### src/rtl/sound_pkg.sv
// Shared types and constants for the tone synthesiser sound path.
package sound_pkg;

  localparam int unsigned SAMPLE_W = 16;
  localparam int unsigned PHASE_W  = 16;
  localparam int unsigned ENV_W    = 8;
  localparam int unsigned ENV_XW   = ENV_W + 1;
  localparam int unsigned PROD_W   = SAMPLE_W + ENV_XW;
  localparam int unsigned ROM_AW   = 8;

  localparam logic [ENV_W-1:0] ENV_MAX = 8'd255;

  localparam logic signed [SAMPLE_W-1:0] SQ_HIGH = 16'sh7FFF;
  localparam logic signed [SAMPLE_W-1:0] SQ_LOW  = 16'sh8001;

  typedef enum logic [1:0] {
    IDLE    = 2'd0,
    ATTACK  = 2'd1,
    SUSTAIN = 2'd2,
    RELEASE = 2'd3
  } env_state_e;

endpackage

### src/rtl/sine_rom.sv
// Combinational 256-entry signed sine lookup, built from a quarter-wave table.
// Only compiled when SINE_WAVE_EN is defined.
`ifdef SINE_WAVE_EN
module sine_rom
  import sound_pkg::*;
(
  input  logic [ROM_AW-1:0]          addr,
  output logic signed [SAMPLE_W-1:0] data
);

  // round(32767 * sin(2*pi*k/256)) for k = 0..64
  localparam logic [SAMPLE_W-1:0] QTAB [0:64] = '{
    16'd0,     16'd804,   16'd1608,  16'd2410,  16'd3212,  16'd4011,  16'd4808,  16'd5602,
    16'd6393,  16'd7179,  16'd7962,  16'd8739,  16'd9512,  16'd10278, 16'd11039, 16'd11793,
    16'd12539, 16'd13279, 16'd14010, 16'd14732, 16'd15446, 16'd16151, 16'd16846, 16'd17530,
    16'd18204, 16'd18868, 16'd19519, 16'd20159, 16'd20787, 16'd21403, 16'd22005, 16'd22594,
    16'd23170, 16'd23731, 16'd24279, 16'd24811, 16'd25329, 16'd25832, 16'd26319, 16'd26790,
    16'd27245, 16'd27683, 16'd28105, 16'd28510, 16'd28898, 16'd29268, 16'd29621, 16'd29956,
    16'd30273, 16'd30571, 16'd30852, 16'd31113, 16'd31356, 16'd31580, 16'd31785, 16'd31971,
    16'd32137, 16'd32285, 16'd32412, 16'd32521, 16'd32609, 16'd32678, 16'd32728, 16'd32757,
    16'd32767
  };

  logic [6:0]          qidx_c;
  logic [SAMPLE_W-1:0] mag_c;

  // Mirror the index in odd quadrants, negate in the lower half-cycle.
  always_comb begin
    qidx_c = addr[6] ? (7'd64 - {1'b0, addr[5:0]}) : {1'b0, addr[5:0]};
    mag_c  = QTAB[qidx_c];
    data   = addr[7] ? SAMPLE_W'(-mag_c) : mag_c;
  end

endmodule
`endif

### src/rtl/tone_synth.sv
// Phase-accumulator tone generator with attack/sustain/release envelope, latency 2.
// Define SINE_WAVE_EN for a sine waveform; the default build produces a square wave.
module tone_synth
  import sound_pkg::*;
#(
  parameter int unsigned ATTACK_STEP  = 4,
  parameter int unsigned RELEASE_STEP = 2
) (
  input  logic                       clk,
  input  logic                       rst,
  input  logic [PHASE_W-1:0]         freq,
  input  logic                       reset_n,
  input  logic                       sample_req,
  output logic signed [SAMPLE_W-1:0] sample,
  output logic                       sample_valid
);

  env_state_e                 state_q, state_d;
  logic [ENV_W-1:0]           env_q, env_d;
  logic [PHASE_W-1:0]         phase_q, phase_d;
  logic signed [SAMPLE_W-1:0] wave_q, wave_d, wave_c;
  logic                       v1_q, v1_d;
  logic signed [SAMPLE_W-1:0] sample_q, sample_d;
  logic                       sample_valid_q, sample_valid_d;
  logic [ENV_XW-1:0]          env_inc_c, env_dec_c;
  logic signed [PROD_W-1:0]   product_c;
  logic                       freq_on_c;
  logic                       unused_prod_bits;

`ifdef SINE_WAVE_EN
  sine_rom u_sine_rom (
    .addr (phase_q[PHASE_W-1 -: ROM_AW]),
    .data (wave_c)
  );
`else
  assign wave_c = phase_q[PHASE_W-1] ? SQ_LOW : SQ_HIGH;
`endif

  assign freq_on_c = (freq != '0);
  assign env_inc_c = {1'b0, env_q} + ENV_XW'(ATTACK_STEP);
  assign env_dec_c = {1'b0, env_q} - ENV_XW'(RELEASE_STEP);

  // Envelope state register
  always_ff @(posedge clk or posedge rst) begin
    if (rst) begin
      state_q <= IDLE;
      env_q   <= '0;
    end else begin
      state_q <= state_d;
      env_q   <= env_d;
    end
  end

  // Envelope next state; phase restart overrides the per-sample step and keeps env
  always_comb begin
    state_d = state_q;
    env_d   = env_q;
    if (!reset_n) begin
      if (freq_on_c)          state_d = ATTACK;
      else if (env_q == '0)   state_d = IDLE;
      else                    state_d = RELEASE;
    end else if (sample_req) begin
      case (state_q)
        IDLE: begin
          env_d = '0;
          if (freq_on_c) state_d = ATTACK;
        end
        ATTACK: begin
          if (!freq_on_c) begin
            state_d = RELEASE;
          end else if (env_inc_c[ENV_W] || (env_inc_c[ENV_W-1:0] == ENV_MAX)) begin
            env_d   = ENV_MAX;
            state_d = SUSTAIN;
          end else begin
            env_d = env_inc_c[ENV_W-1:0];
          end
        end
        SUSTAIN: begin
          if (!freq_on_c) state_d = RELEASE;
        end
        RELEASE: begin
          if (freq_on_c) begin
            state_d = ATTACK;
          end else if (env_dec_c[ENV_W] || (env_dec_c[ENV_W-1:0] == '0)) begin
            env_d   = '0;
            state_d = IDLE;
          end else begin
            env_d = env_dec_c[ENV_W-1:0];
          end
        end
        default: state_d = IDLE;
      endcase
    end
  end

  // Stage 2 multiplies the registered wave by the envelope already stepped in stage 1
  assign product_c        = PROD_W'(wave_q) * PROD_W'($signed({1'b0, env_q}));
  assign unused_prod_bits = ^{product_c[PROD_W-1], product_c[ENV_W-1:0]};

  always_comb begin
    phase_d        = phase_q;
    wave_d         = wave_q;
    v1_d           = sample_req;
    sample_d       = sample_q;
    sample_valid_d = v1_q;
    if (!reset_n)        phase_d = '0;
    else if (sample_req) phase_d = phase_q + freq;
    if (sample_req)      wave_d  = wave_c;
    if (v1_q)            sample_d = product_c[ENV_W +: SAMPLE_W];
  end

  always_ff @(posedge clk or posedge rst) begin
    if (rst) begin
      phase_q        <= '0;
      wave_q         <= '0;
      v1_q           <= 1'b0;
      sample_q       <= '0;
      sample_valid_q <= 1'b0;
    end else begin
      phase_q        <= phase_d;
      wave_q         <= wave_d;
      v1_q           <= v1_d;
      sample_q       <= sample_d;
      sample_valid_q <= sample_valid_d;
    end
  end

  assign sample       = sample_q;
  assign sample_valid = sample_valid_q;

endmodule
### config.mk
export PLATFORM = sky130hd
export DESIGN_NAME = tone_synth
export DESIGN_NICKNAME = d
export VERILOG_FILES = /design/src/rtl/sound_pkg.sv /design/src/rtl/sine_rom.sv /design/src/rtl/tone_synth.sv
export SDC_FILE = /design/constraint.sdc
export NUM_CORES = 1
export LEC_CHECK = 0
export ABC_AREA = 1
export CORE_ASPECT_RATIO = 1.4
export CORE_MARGIN = 4
export CORE_UTILIZATION = 60
export DETAILED_ROUTE_END_ITERATION = 8
export HOLD_SLACK_MARGIN = 0.15
export PLACE_DENSITY = 0.89
export SKIP_CTS_REPAIR_TIMING = 1
export SLEW_MARGIN = 15
export SYNTH_ARGS = -nofsm -noshare
export SYNTH_HDL_FRONTEND = slang
export SYNTH_SLANG_ARGS = --single-unit
### constraint.sdc
create_clock -name clk -period 12.51 [get_ports clk]
set_clock_uncertainty 0.2 [all_clocks]
set_input_delay 2.502 -clock clk [delete_from_list [all_inputs] [get_ports clk]]
set_output_delay 2.502 -clock clk [all_outputs]
set_load 0.01 [all_outputs]
# After elaboration in Yosys (flattened, before gate mapping)
# Cells that the tools add are included.
# word_totals
ff_bits,60
latchBits,0
ram_bits,0
mem_bits_ro,0
input_bits,20
wordCells,50
mem_count,0
# classes
add_sub_neg,3
mul,1
n_div,0
n_lt_le_gt_ge,0
eq_ne,11
shift,0
muxes,19
bitwise_logic,0
n_reduce_logical,9
# ops
operator,n
two-way mux 16 bit,3
two-way mux 8 bit,4
multiplier 16 x 9 -> 24 bit,1
case mux 8 bit (3 select lines),1
two-way mux 2 bit,10
adder 16 bit,1
zero test 8 bit,2
nonzero test 16 bit,1
AND reduction 5 bit,2
adder 8 x 3 -> 9 bit (second input constant),1
subtractor 8 x 2 -> 9 bit (second input constant),1
== test 8 bit (second input constant),1
inequality test 4 bit (second input constant),2
case mux 2 bit (4 select lines),1
inequality test 3 bit (second input constant),2
== test 2 bit (second input constant),2
inequality test 2 bit (second input constant),2
nonzero test 3 bit,1
== test 2 x 1 -> 1 bit (second input constant),1
zero test 2 bit,1
logical OR 1 bit,2
inequality test 2 x 1 -> 1 bit (second input constant),1

# Logic depth before layout (Yosys ltp)
# depth
ltp_word,8
mapped_depth,28
mapped_depth_nobuf,27

# Least setup slack after synthesis
# Ideal clock, no wire load.
# synth_path
path_kind,register to register
start,register wave_q[14]
end,"register sample_q[14], in the netlist sample[14]"
arrival_ns,4.098
required_time_ns,12.192
slack_ns,8.094
stages_incl_launch_ff,24
path_buffers,1
synth_period_minus_slack_ns,4.416
path_cell_list,dfrtp_1 -> buf_4 -> nand3_1 -> nand2_1 -> inv_1 -> ha_1 -> inv_1 -> nand2_2 -> inv_1 -> fa_1 -> inv_1 -> fa_1 -> xor2_1 -> ha_1 -> a21o_1 -> ha_1 -> a21oi_1 -> o21ai_0 -> a21oi_1 -> nor2_1 -> nor2_1 -> nand3_1 -> nand3_1 -> nand2_1
# synth_between
elab_chain_len,1
# synth_rtl
element,line,text
start: declaration,tone_synth.sv:21,"logic signed [SAMPLE_W-1:0] wave_q, wave_d, wave_c;"
start signal: assignment,tone_synth.sv:121,wave_q <= wave_d;
multiplier 16 x 9 -> 24 bit,tone_synth.sv:97,"assign product_c = PROD_W'(wave_q) * PROD_W'($signed({1'b0, env_q}));"
end signal: assignment,tone_synth.sv:123,sample_q <= sample_d;
end: declaration,tone_synth.sv:23,"logic signed [SAMPLE_W-1:0] sample_q, sample_d;"
# No other way between the ends.
# A chain may end at the register's enable or synchronous reset.

# Final worst setup path
# layout_path
start,register env_q[4]
end,"register sample_q[11], in the netlist sample[11]"
# layout_between
elab_chain_len,1
# layout_rtl
element,line,text
start: declaration,tone_synth.sv:19,"logic [ENV_W-1:0] env_q, env_d;"
start signal: assignment,tone_synth.sv:50,env_q <= env_d;
multiplier 16 x 9 -> 24 bit,tone_synth.sv:97,
# No other way between the ends.

==> impl_metrics.sql <==
INSERT INTO impl_metrics (metric_group, metric, value, unit) VALUES
('run_status', 'outcome', 'finished, final reports clean', ''),
('clocking', 'max_root_sink_buffers', '2', ''),
('sta', 'slew_violations', '0', ''),
('logic_synthesis', 'number_of_instances_in_the_synthesized_netlist', '817', ''),
('logic_synthesis', 'count_of_flip_flops_with_a_built_in_enable_after_synthesis', '0', ''),
('logic_synthesis', 'synth_top_cell_by_area', 'dfrtp_1', ''),
('logic_synthesis', 'synth_area_per_cell', '7.19', 'um2'),
('sta', 'fin_worst_hold_slack', '0.275', 'ns'),
('sta', 'layout_worst_path_cycle_share', '0.420', ''),
('route', 'wirelength', '13.0', 'mm'),
('setup_path', 'critical-path-slowest-cell', 'dfrtp_1', ''),
('floorplanning', 'die-area', '11500', 'um2'),
('clocking', 'cts_root_buffer', 'clkbuf_16', ''),
('setup_path', 'timing.critical_path.fanout_max', '12', ''),
('finish', 'most-common-layout-cells', 'nand2_1, inv_1, ha_1', ''),
('placement', 'gp_routability_congestion', '0.942', ''),
('grt', 'grtUsageTotal', '0.238', ''),
('setup_path', 'cp_cell_sequence', 'nand2_4 -> inv_2 -> nor3_2 -> a21oi_1 -> inv_1 -> ha_1 -> xnor2_1 -> fa_1 -> fa_1 -> inv_1 -> ha_1 -> nand4_1 -> nor3_1 -> nand2_1 -> nand3_2 -> nand2_1 -> nand2_1 -> nand2_1 -> nand3_1 -> nand2_1', ''),
('route', 'drt_first_iter_violations', '229', ''),
('grt', 'globalRouteOverflowTotal', '0', ''),
('clocking', 'cts.clk_slew.worst_paths', '0.07', 'ns'),
('floorplanning', 'die_y', '125', 'um'),
('logic_synthesis', 'synth.ff_latch_count', '47', ''),
('pwr', 'p_leak', '3.53', 'nW'),
('floorplanning', 'fp.dieW', '91.7', 'um'),
('logic_synthesis', 'synth.area.top_cells', 'dfrtp_1, ha_1, nand2_1, fa_1, inv_1', ''),
('setup_path', 'worstSetupEndpointType', 'flop', ''),
('placement', 'dp_hpwl', '10.5', 'mm'),
('setup_path', 'cp_common_cell', 'nand2_1', ''),
('route', 'vias_per_cell', '5.30', ''),
('setup_path', 'critical_path_at', '5.23', 'ns'),
('clocking', 'ctsHtreeMaxLevel', '2', ''),
('setup_path', 'crit_required', '12.49', 'ns'),
('grt', 'grt_antenna_before_repair', '0', ''),
('clocking', 'clk-insertion-delay-late', '0.30', 'ns'),
('route', 'drtAntennaViolNets', '0', ''),
('logic_synthesis', 'postSynth.asyncResetShare', '1.00', ''),
('clocking', 'clkSinkCount', '47', ''),
('finish', 'post_route_cells_drive_above_1_share', '0.0451', ''),
('grt', 'grt_first_pass_wirelength', '22.6', 'mm'),
('setup_path', 'worst_path_largest_cell_delay', '0.66', 'ns'),
('pwr', 'power.density', '241', 'nW/um2'),
('logic_synthesis', 'yosys.cell_types.count', '43', ''),
('clocking', 'cts_tree', 'done', ''),
('sta', 'finalCriticalPeriod', '5.25', 'ns'),
('setup_path', 'timing_worst_setup_path_type', 'flop to flop', ''),
('placement', 'port-buffer-count', '36', ''),
('sta', 'worst_slew_pin_slew', '1.14', 'ns'),
('finish', 'fill_cells', '765', ''),
('logic_synthesis', 'synth.yosys.seq_area_share', '0.200', ''),
('sta', 'finalHoldViolations', '0', ''),
('finish', 'final_net_count', '965', ''),
('route', 'vias', '5165', ''),
('route', 'wire_per_inst', '13.3', 'um'),
('sta', 'finalSetupTns', '0', 'ns'),
('logic_synthesis', 'netlist_area', '5880', 'um2'),
('logic_synthesis', 'synth_top_area_share', '0.200', ''),
('finish', 'syn_to_final_growth', '9.54', '%'),
('logic_synthesis', 'synthesis.yosys.warnings', '0', ''),
('sta', 'rsz0062_at_grt', 'no', ''),
('finish', 'layout.cells.most_common', 'nand2_1', ''),
('grt', 'vias_in_the_first_global_route', '5269', ''),
('floorplanning', 'effective_utilization_at_floorplan', '0.618', ''),
('sta', 'finalSetupViolCount', '0', ''),
('clocking', 'cts_made_buffers', '5', ''),
('flow_run', 'cap_viol_max_count', '0', ''),
('sta', 'fmax', '190', 'MHz'),
('route', 'dr.pass1.iters', '5', ''),
('hold_path', 'hold_path_class', 'flop to flop', ''),
('logic_synthesis', 'dominantRegCellSynth', 'dfrtp_1', ''),
('sta', 'timing.max_slew.rel_slack', '0.238', ''),
('logic_synthesis', 'syn_nets', '940', ''),
('grt', 'grt_start_max_net_pins', '48', ''),
('pwr', 'vdd.ir_drop.worst', '130', 'uV'),
('floorplanning', 'core-area', '9510', 'um2'),
('floorplanning', 'ios', '37', ''),
('route', 'route.detailed.drc', '0', ''),
('setup_path', 'start_kind', 'flop', ''),
('floorplanning', 'placement_rows', '42', ''),
('finish', 'antennaDiodeCount', '0', '');
[power breakdown]
group          internal, W  leakage, nW  total (W)  switching, W
registers         0.000197        0.603   0.000250     0.0000527
logic             0.000460         2.86    0.00117      0.000707
clock network    0.0000740       0.0669   0.000136     0.0000625
total             0.000731         3.53    0.00155      0.000823
[metal layers]
layer,share of wire,wire (um),global-route usage
met4,0.035,451,0.104
met1,0.39,5030,0.255
met3,0.034,445,0.0331
met2,0.54,7050,0.452
met5,0,0,0
[path summary, 6_finish.rpt]
path | slack [ns] | depth (start not counted) | endpoint | start
hold reg to reg | 0.28 | 2 | sample[10]$_DFFE_PP0P_ | sample[10]$_DFFE_PP0P_
setup / recovery | 7.26 | 20 | sample[11]$_DFFE_PP0P_ | env_q[4]$_DFFE_PP0P_
hold / removal | 0.28 | 2 | sample[10]$_DFFE_PP0P_ | sample[10]$_DFFE_PP0P_
max in group asynchronous | 8.89 | 2 | sample[7]$_DFFE_PP0P_ | rst
setup reg to reg | 7.26 | 20 | sample[11]$_DFFE_PP0P_ | env_q[4]$_DFFE_PP0P_
min in group asynchronous | 2.59 | 2 | phase_q[5]$_DFFE_PP0P_ | rst
[synthesized netlist by cell type (2+ instances only)]
library cell  instances
a21boi_0              3
a21o_1                3
a21oi_1              37
a22o_1                3
a31oi_1               8
buf_2                 4
buf_4                 5
buf_6                 2
clkbuf_1              6
dfrtp_1              47
fa_1                 34
ha_1                 69
inv_1               145
inv_2                 3
nand2_1             210
nand2_2              11
nand3_1              41
nand3_2               3
nand3b_1              3
nand4_1              11
nor2_1               56
nor2_2                2
nor2_4                2
nor3_1                6
nor4_1                2
o21a_1                6
o21ai_0              36
o21ai_1               5
o21bai_1              7
o31ai_1               4
or2_2                 2
xnor2_1               9
xor2_1               22
[registers in the layout (all words and copies together) (netlist names)]
register        count
phase_q            16
sample             16
env_q               8
wave_q              3
state_q             2
sample_valid        1
sample_valid_d      1
[metrics by stage]
| stage | cells | utilization | cell area [um2] | power (W) | setup slack, ns |
|---|---|---|---|---|---|
| after floorplan | 817 | - | 5880 | 0.00115 | 8.09 |
| after global placement | 967 | 0.662 | 6300 | 0.00137 | 7.26 |
| after detailed placement | 967 | 0.662 | 6300 | 0.00141 | 7.26 |
| after CTS | 975 | 0.677 | 6440 | 0.00156 | 7.21 |
| after global routing | 975 | 0.677 | 6440 | 0.00175 | 6.83 |
| final | 975 | 0.677 | 6440 | 0.00155 | 7.26 |
[final cells by class]
cell class | count | area (um2) | area share
Clock buffer | 6 | 129 | 0.0200
Clock inverter | 2 | 12.5 | 0.00194
Inverter | 149 | 561 | 0.0871
Multi-Input combinational cell | 603 | 4040 | 0.627
Sequential cell | 47 | 1180 | 0.183
Tap cell | 132 | 165 | 0.0257
Timing Repair Buffer | 36 | 360 | 0.0560
[worst max-delay path, delay by kind of cell, from the launching register on]
family | cells | cell delay [ns]
AOI/OAI and AO/OA | 1 | 0.47
xor gates and xnor gates | 1 | 0.33
adders and majority gates | 4 | 1.72
buffers and inverters | 3 | 0.39
DFF | 1 | 0.66
and+or+nand+nor | 11 | 1.32
[kinds of logic after synthesis]
logic type | after synthesis | synth area share
xor+xnor | 32 | 0.0490
simple gates | 353 | 0.262
fa+ha+maj | 103 | 0.263
flops | 47 | 0.200
buf+inv | 167 | 0.113
compound gates | 115 | 0.113
(Power assumes the default switching activity.)
==> patch 1 (same settings) <==
Add an input register stage for `freq` and `sample_req`, with the module's reset; this delays them by one clock.
--- a/src/rtl/tone_synth.sv
+++ b/src/rtl/tone_synth.sv
@@ -16,2 +16,15 @@
 );
+
+  logic [PHASE_W-1:0] freq_q;
+  logic sample_req_q;
+
+  always_ff @(posedge clk or posedge rst) begin
+    if (rst) begin
+      freq_q       <= '0;
+      sample_req_q <= '0;
+    end else begin
+      freq_q       <= freq;
+      sample_req_q <= sample_req;
+    end
+  end
 
@@ -38,3 +51,3 @@
 
-  assign freq_on_c = (freq != '0);
+  assign freq_on_c = (freq_q != '0);
   assign env_inc_c = {1'b0, env_q} + ENV_XW'(ATTACK_STEP);
@@ -61,3 +74,3 @@
       else                    state_d = RELEASE;
-    end else if (sample_req) begin
+    end else if (sample_req_q) begin
       case (state_q)
@@ -102,3 +115,3 @@
     wave_d         = wave_q;
-    v1_d           = sample_req;
+    v1_d           = sample_req_q;
     sample_d       = sample_q;
@@ -106,4 +119,4 @@
     if (!reset_n)        phase_d = '0;
-    else if (sample_req) phase_d = phase_q + freq;
-    if (sample_req)      wave_d  = wave_c;
+    else if (sample_req_q) phase_d = phase_q + freq_q;
+    if (sample_req_q)      wave_d  = wave_c;
     if (v1_q)            sample_d = product_c[ENV_W +: SAMPLE_W];
Function: changed (Yosys sat finds a counterexample within 4 cycles, from zero or initial values and one cycle with rst high).
==> patch 1 against the original RTL <==
- non-clock buffer count increased by 1
- area after synthesis grew 7.6%
- critical path type unchanged
- sequential cell count is 17 higher
- wire length grew 7.2%
- count of clock-buffer cells in the layout increased by 3
- worst setup slack worse by 0.0057 ns
- die area increased by 7.0%
- hold slack improved by 0.0040 ns
- design area is 11% higher
Power is not shown: default switching activity piles up to over one toggle a cycle in this logic, so the estimate is an artifact.
==> patch 1: results (changes against the original RTL) <==
Placement
  • Post-Place Worst Slack: 7.28 ns (was 7.26 ns)
  • Final HPWL DP: 10,800 um (was 10,500 um)
  • Post-placement cell area: 6770 um2 (was 6300 um2)
  • Gpl congestion: 0.959 (was 0.942)
  • PortBufs: 36 (unchanged)

Finish
  • Nets: 986 (was 965)
  • Layout cells sized above 1: 7.37% (was 4.51%)
  • Diode count: 0 (unchanged)

Synth
  • Share of synthesized registers carrying an async set or reset: 100% (unchanged)
  • Top post-synthesis cells by count: 201 x nand2_1, 138 x inv_1, 69 x ha_1, 64 x dfrtp_1, 50 x nor2_1 (was 210 x nand2_1, 145 x inv_1, 69 x ha_1, 56 x nor2_1, 47 x dfrtp_1)
  • Synthesized Nets: 954 (was 940)
  • Sequential area share after synthesis: 25.3% (was 20.0%)
  • Area contributors post-synth: dfrtp_1 25%, ha_1 14%, nand2_1 12% (was dfrtp_1 20%, ha_1 15%, nand2_1 13%)
  • Synth Warn #: 0 (unchanged)
  • Synth cell types: 42 (was 43)

Clock network
  • CTS Buffer Depth: 2 (unchanged)
  • Worst-Skew Late Latency: 0.35 ns (was 0.30 ns)
  • Clock-pin slew on the worst setup and hold paths: 0.06 ns
  • CTS H-Tree Depth: 3 (was 2)
  • Total CTS buffers: 9 (was 5)
  • Root Driver: clkbuf_16 (unchanged)

Routing
  • Met2 wire len: 7620 um (was 7050 um)
  • Vias post-DR: 5,529 (was 5,165)
  • 1st-iter DRT viols: 300 (was 229)
  • M1 WL: 5080 um (was 5030 um)
  • DRT Pass-1 Iters: 7 (was 5)
  • WL final: 13,900 um (was 13,000 um)
  • Top Metal Used: met4 (unchanged)
  • WL met3: 599 um (was 445 um)

Outcome
  • Outcome: finished, final reports clean (unchanged)

Worst setup path
  • Peak per-stage delay on the critical path: 0.61 ns (was 0.66 ns)
  • Crit path DAT: 5.29 ns (was 5.23 ns)
  • Crit-path slowest cell: dfrtp_1 (unchanged)
  • Crit Path Max Fanout: 10 (was 12)

Worst hold path
  • Worst min-delay path class: reg2reg (unchanged)

STA
  • Slew HR: 48.8% (was 23.8%)

GRT
  • First-pass GRT wire length: 24,000 um (was 22,600 um)
  • Vias in the first global route: 5,616 (was 5,269)
  • GRT Overall Usage: 24.6% (was 23.8%)
  • Initial antenna violation count: 0 (unchanged)
  • Pin count of the biggest net entering global routing: 65 (was 48)
==> patch 1: changes by cell type after synthesis, moves of 6 or more <==
| cell | before | now |
|---|---|---|
| o21ai_1 | 5 | 14 |
| nor2_1 | 56 | 50 |
| inv_1 | 145 | 138 |
| o21ai_0 | 36 | 28 |
| nand2_2 | 11 | 20 |
| dfrtp_1 | 47 | 64 |
| nand2_1 | 210 | 201 |
==> patch 1: final timing paths <==
path,start,end,slack [ns],cells past startpoint
min in group asynchronous,rst,phase_q[5]$_DFFE_PP0P_,2.51,3
min,sample[12]$_DFFE_PP0P_,sample[12]$_DFFE_PP0P_,0.28,2
min reg2reg,sample[12]$_DFFE_PP0P_,sample[12]$_DFFE_PP0P_,0.28,2
max reg2reg,env_q[4]$_DFFE_PP0P_,sample[10]$_DFFE_PP0P_,7.25,20
max in group asynchronous,rst,env_q[3]$_DFFE_PP0P_,9.11,3
max,env_q[4]$_DFFE_PP0P_,sample[10]$_DFFE_PP0P_,7.25,20
==> patch 1: metal layers <==
layer	GRT usage [%]	up-vias
met3	3.43	59
met5	0	-
met4	13.7	0
li1	-	2692
met1	25.3	2599
met2	46.8	179
==> patch 1: kinds of logic (layout without fill, tap and decap cells) <==
family	Yosys count	in the layout	share of synthesized area (%)
AND/OR/NAND/NOR	350	350	24.7
flip-flops	64	64	25.3
AO/OA/AOI/OAI	114	114	10.2
XOR/XNOR	37	37	5.24
adder cells (fa/ha/maj)	103	103	24.4
buffers and inverters	163	200	10.2
==> patch 1: critical path: cells and delay by family, from the launching register on <==
family          cells  cell delay (ns)
buf+inv             3             0.38
fa+ha+maj           4             1.75
flops               1             0.61
xor+xnor            1             0.37
compound gates      1             0.49
simple gates       11             1.35
==> patch 1: area by class of cell <==
type                       count  area, um2
clock buffer                   9        225
clock inverter                 7        125
fill                         856       3230
inverter                     147        552
multi-input combinational    604       4080
sequential                    64       1600
tap                          138        173
timing repair buffer          37        368
==> patch 1: metrics by stage <==
step,std cells,hold slack [ns]
after floorplan,831,0.253
after global placement,990,0.262
after detailed placement,990,0.269
after CTS,1006,0.285
after global routing,1006,0.298
final,1006,0.279
==> patch 2 (config.mk and constraints unchanged) <==
Made on the original files. Build with the macro `SINE_WAVE_EN` defined.
--- a/src/rtl/sine_rom.sv
+++ b/src/rtl/sine_rom.sv
@@ -2,2 +2,4 @@
 // Only compiled when SINE_WAVE_EN is defined.
+`define SINE_WAVE_EN
+
 `ifdef SINE_WAVE_EN
Behaviour: not the same (a bounded check fails within 4 cycles, from zero or initial values and one cycle with rst high).
==> patch 2 against the original RTL <==
- sequential share of layout area is 4.4 points lower
- worst setup slack worse by 0.20 ns
- power is 38% higher
- combinational power is 24% higher
- maximum frequency is 3.7% lower
- sequential cell count is 13 higher
- design area is 68% higher
- wire length is 98% higher
- area after synthesis is 72% higher
- clock power is 120% higher
==> patch 2: results (changes against the original RTL) <==
GRT
  • Pin count of the biggest net entering global routing: 61 (was 48)
  • Met3 usage: 3.78% (was 3.31%)
  • Vias in the first global route: 9,752 (was 5,269)
  • First-pass GRT wire length: 43,800 um (was 22,600 um)
  • Met2 Usage GRT: 52.8% (was 45.2%)
  • Initial antenna violation count: 0 (unchanged)
  • GRT Overall Usage: 27.5% (was 23.8%)
  • GR Layer Usage met1: 29.8% (was 25.5%)

Routing
  • Routed len/inst: 15.1 um (was 13.3 um)
  • M1 WL: 9760 um (was 5030 um)
  • Met2 wire len: 13,600 um (was 7050 um)
  • WL met3: 1220 um (was 445 um)
  • Top Metal Used: met4 (unchanged)
  • 1st-iter DRT viols: 753 (was 229)
  • DRT Pass-1 Iters: 6 (was 5)
  • DR vias/cell: 5.64 (was 5.30)

Synth
  • Top post-synthesis cells by count: 480 x nand2_1, 291 x inv_1, 136 x nand3_1, 100 x fa_1, 80 x ha_1 (was 210 x nand2_1, 145 x inv_1, 69 x ha_1, 56 x nor2_1, 47 x dfrtp_1)
  • Share of synthesized registers carrying an async set or reset: 100% (unchanged)
  • Post-Synth XOR/XNOR Area: 2.16% (was 4.90%)
  • Main synth FF type: dfrtp_1 (unchanged)
  • Syn Inst Count: 1,511 (was 817)
  • Synth cell types: 45 (was 43)
  • Synth Area in Adders: 29.7% (was 26.3%)
  • Area contributors post-synth: fa_1 20%, nand2_1 18%, dfrtp_1 15% (was dfrtp_1 20%, ha_1 15%, nand2_1 13%)
  • Synth Warn #: 0 (unchanged)
  • Post-synthesis compound-gate area fraction: 7.87% (was 11.3%)
  • Sequential area share after synthesis: 14.8% (was 20.0%)
  • Portion of netlist area occupied by mux cells: 0% (unchanged)

Worst setup path
  • Peak per-stage delay on the critical path: 0.85 ns (was 0.66 ns)
  • Crit path DAT: 5.49 ns (was 5.23 ns)
  • Cell family with most CP delay: adder cells (unchanged)
  • Crit Path Max Fanout: 22 (was 12)
  • Crit-path slowest cell: dfrtp_1 (unchanged)

Power
  • Pleak: 6.26 nW (was 3.53 nW)
  • Max VDD drop: 0.0828 mV (was 0.130 mV)
  • Internal power: 1.00 mW (was 0.731 mW)

Placement
  • Gpl congestion: 1.01 (was 0.942)
  • Post-placement cell area: 10,500 um2 (was 6300 um2)
  • Final HPWL DP: 19,900 um (was 10,500 um)
  • Post-Place Worst Slack: 7.17 ns (was 7.26 ns)
  • PortBufs: 36 (unchanged)

Finish
  • Final std cells w/o fill: 1,704 (was 975)
  • Diode count: 0 (unchanged)
  • Layout cells sized above 1: 3.92% (was 4.51%)
  • Fill count: 1,382 (was 765)

Clock network
  • Clock-pin slew on the worst setup and hold paths: 0.06 ns
  • Worst-Skew Late Latency: 0.35 ns (was 0.30 ns)
  • CTS Buffer Depth: 2 (unchanged)
  • Root Driver: clkbuf_16 (unchanged)
  • Total CTS buffers: 9 (was 5)
  • CTS H-Tree Depth: 3 (was 2)

Outcome
  • Outcome: finished, final reports clean (unchanged)

STA
  • Slew HR: 45.9% (was 23.8%)
## patch 2: changes by cell type after synthesis, sizes merged, moves of 11 or more
cell	delta
nand3	+99
clkbuf	+30
buf	+13
inv	+149
nand2	+269
nor2	+15
o21ai	+27
xor2	-11
dfrtp	+13
ha	+11
fa	+66
## patch 2: kinds of logic (layout without fill, tap and decap cells)
group,count (synthesis),count (layout)
AND/OR/NAND/NOR,744,744
buffers and inverters,358,352
adder cells (fa/ha/maj),180,180
AO/OA/AOI/OAI,144,144
flip-flops,60,60
XOR/XNOR,25,25
## patch 2: worst paths after layout
path / startpoint / slack (ns) / cells after the start / end
hold reg to reg: sample[13]$_DFFE_PP0P_ / 0.28 / 2 / sample[13]$_DFFE_PP0P_
hold / removal: sample[13]$_DFFE_PP0P_ / 0.28 / 2 / sample[13]$_DFFE_PP0P_
max in group asynchronous: rst / 9.08 / 3 / sample[0]$_DFFE_PP0P_
min in group asynchronous: rst / 2.49 / 3 / phase_q[10]$_DFFE_PP0P_
setup / recovery: env_q[3]$_DFFE_PP0P_ / 7.06 / 19 / sample[13]$_DFFE_PP0P_
setup reg to reg: env_q[3]$_DFFE_PP0P_ / 7.06 / 19 / sample[13]$_DFFE_PP0P_
## patch 2: layout make-up
class                   count  area [um2]  share of cell area, %
multi-input cells        1093        7200                   66.7
inverters                 297        1120                   10.4
flip-flops and latches     60        1500                   13.9
repair buffers             40         390                   3.62
clock inverters             5         100                  0.927
well taps                 199         249                   2.31
clock buffers              10         239                   2.21
## patch 2: power by group through the flow
stage	Sequential [mW]	Clock (mW)	Combinational [mW]
3_3_place_gp	0.397	0	1.35
6_report	0.404	0.294	1.45
2_1_floorplan	0.299	0	1.19
4_1_cts	0.399	0.294	1.45
3_5_place_dp	0.400	0	1.42
5_1_grt	0.417	0.303	1.67
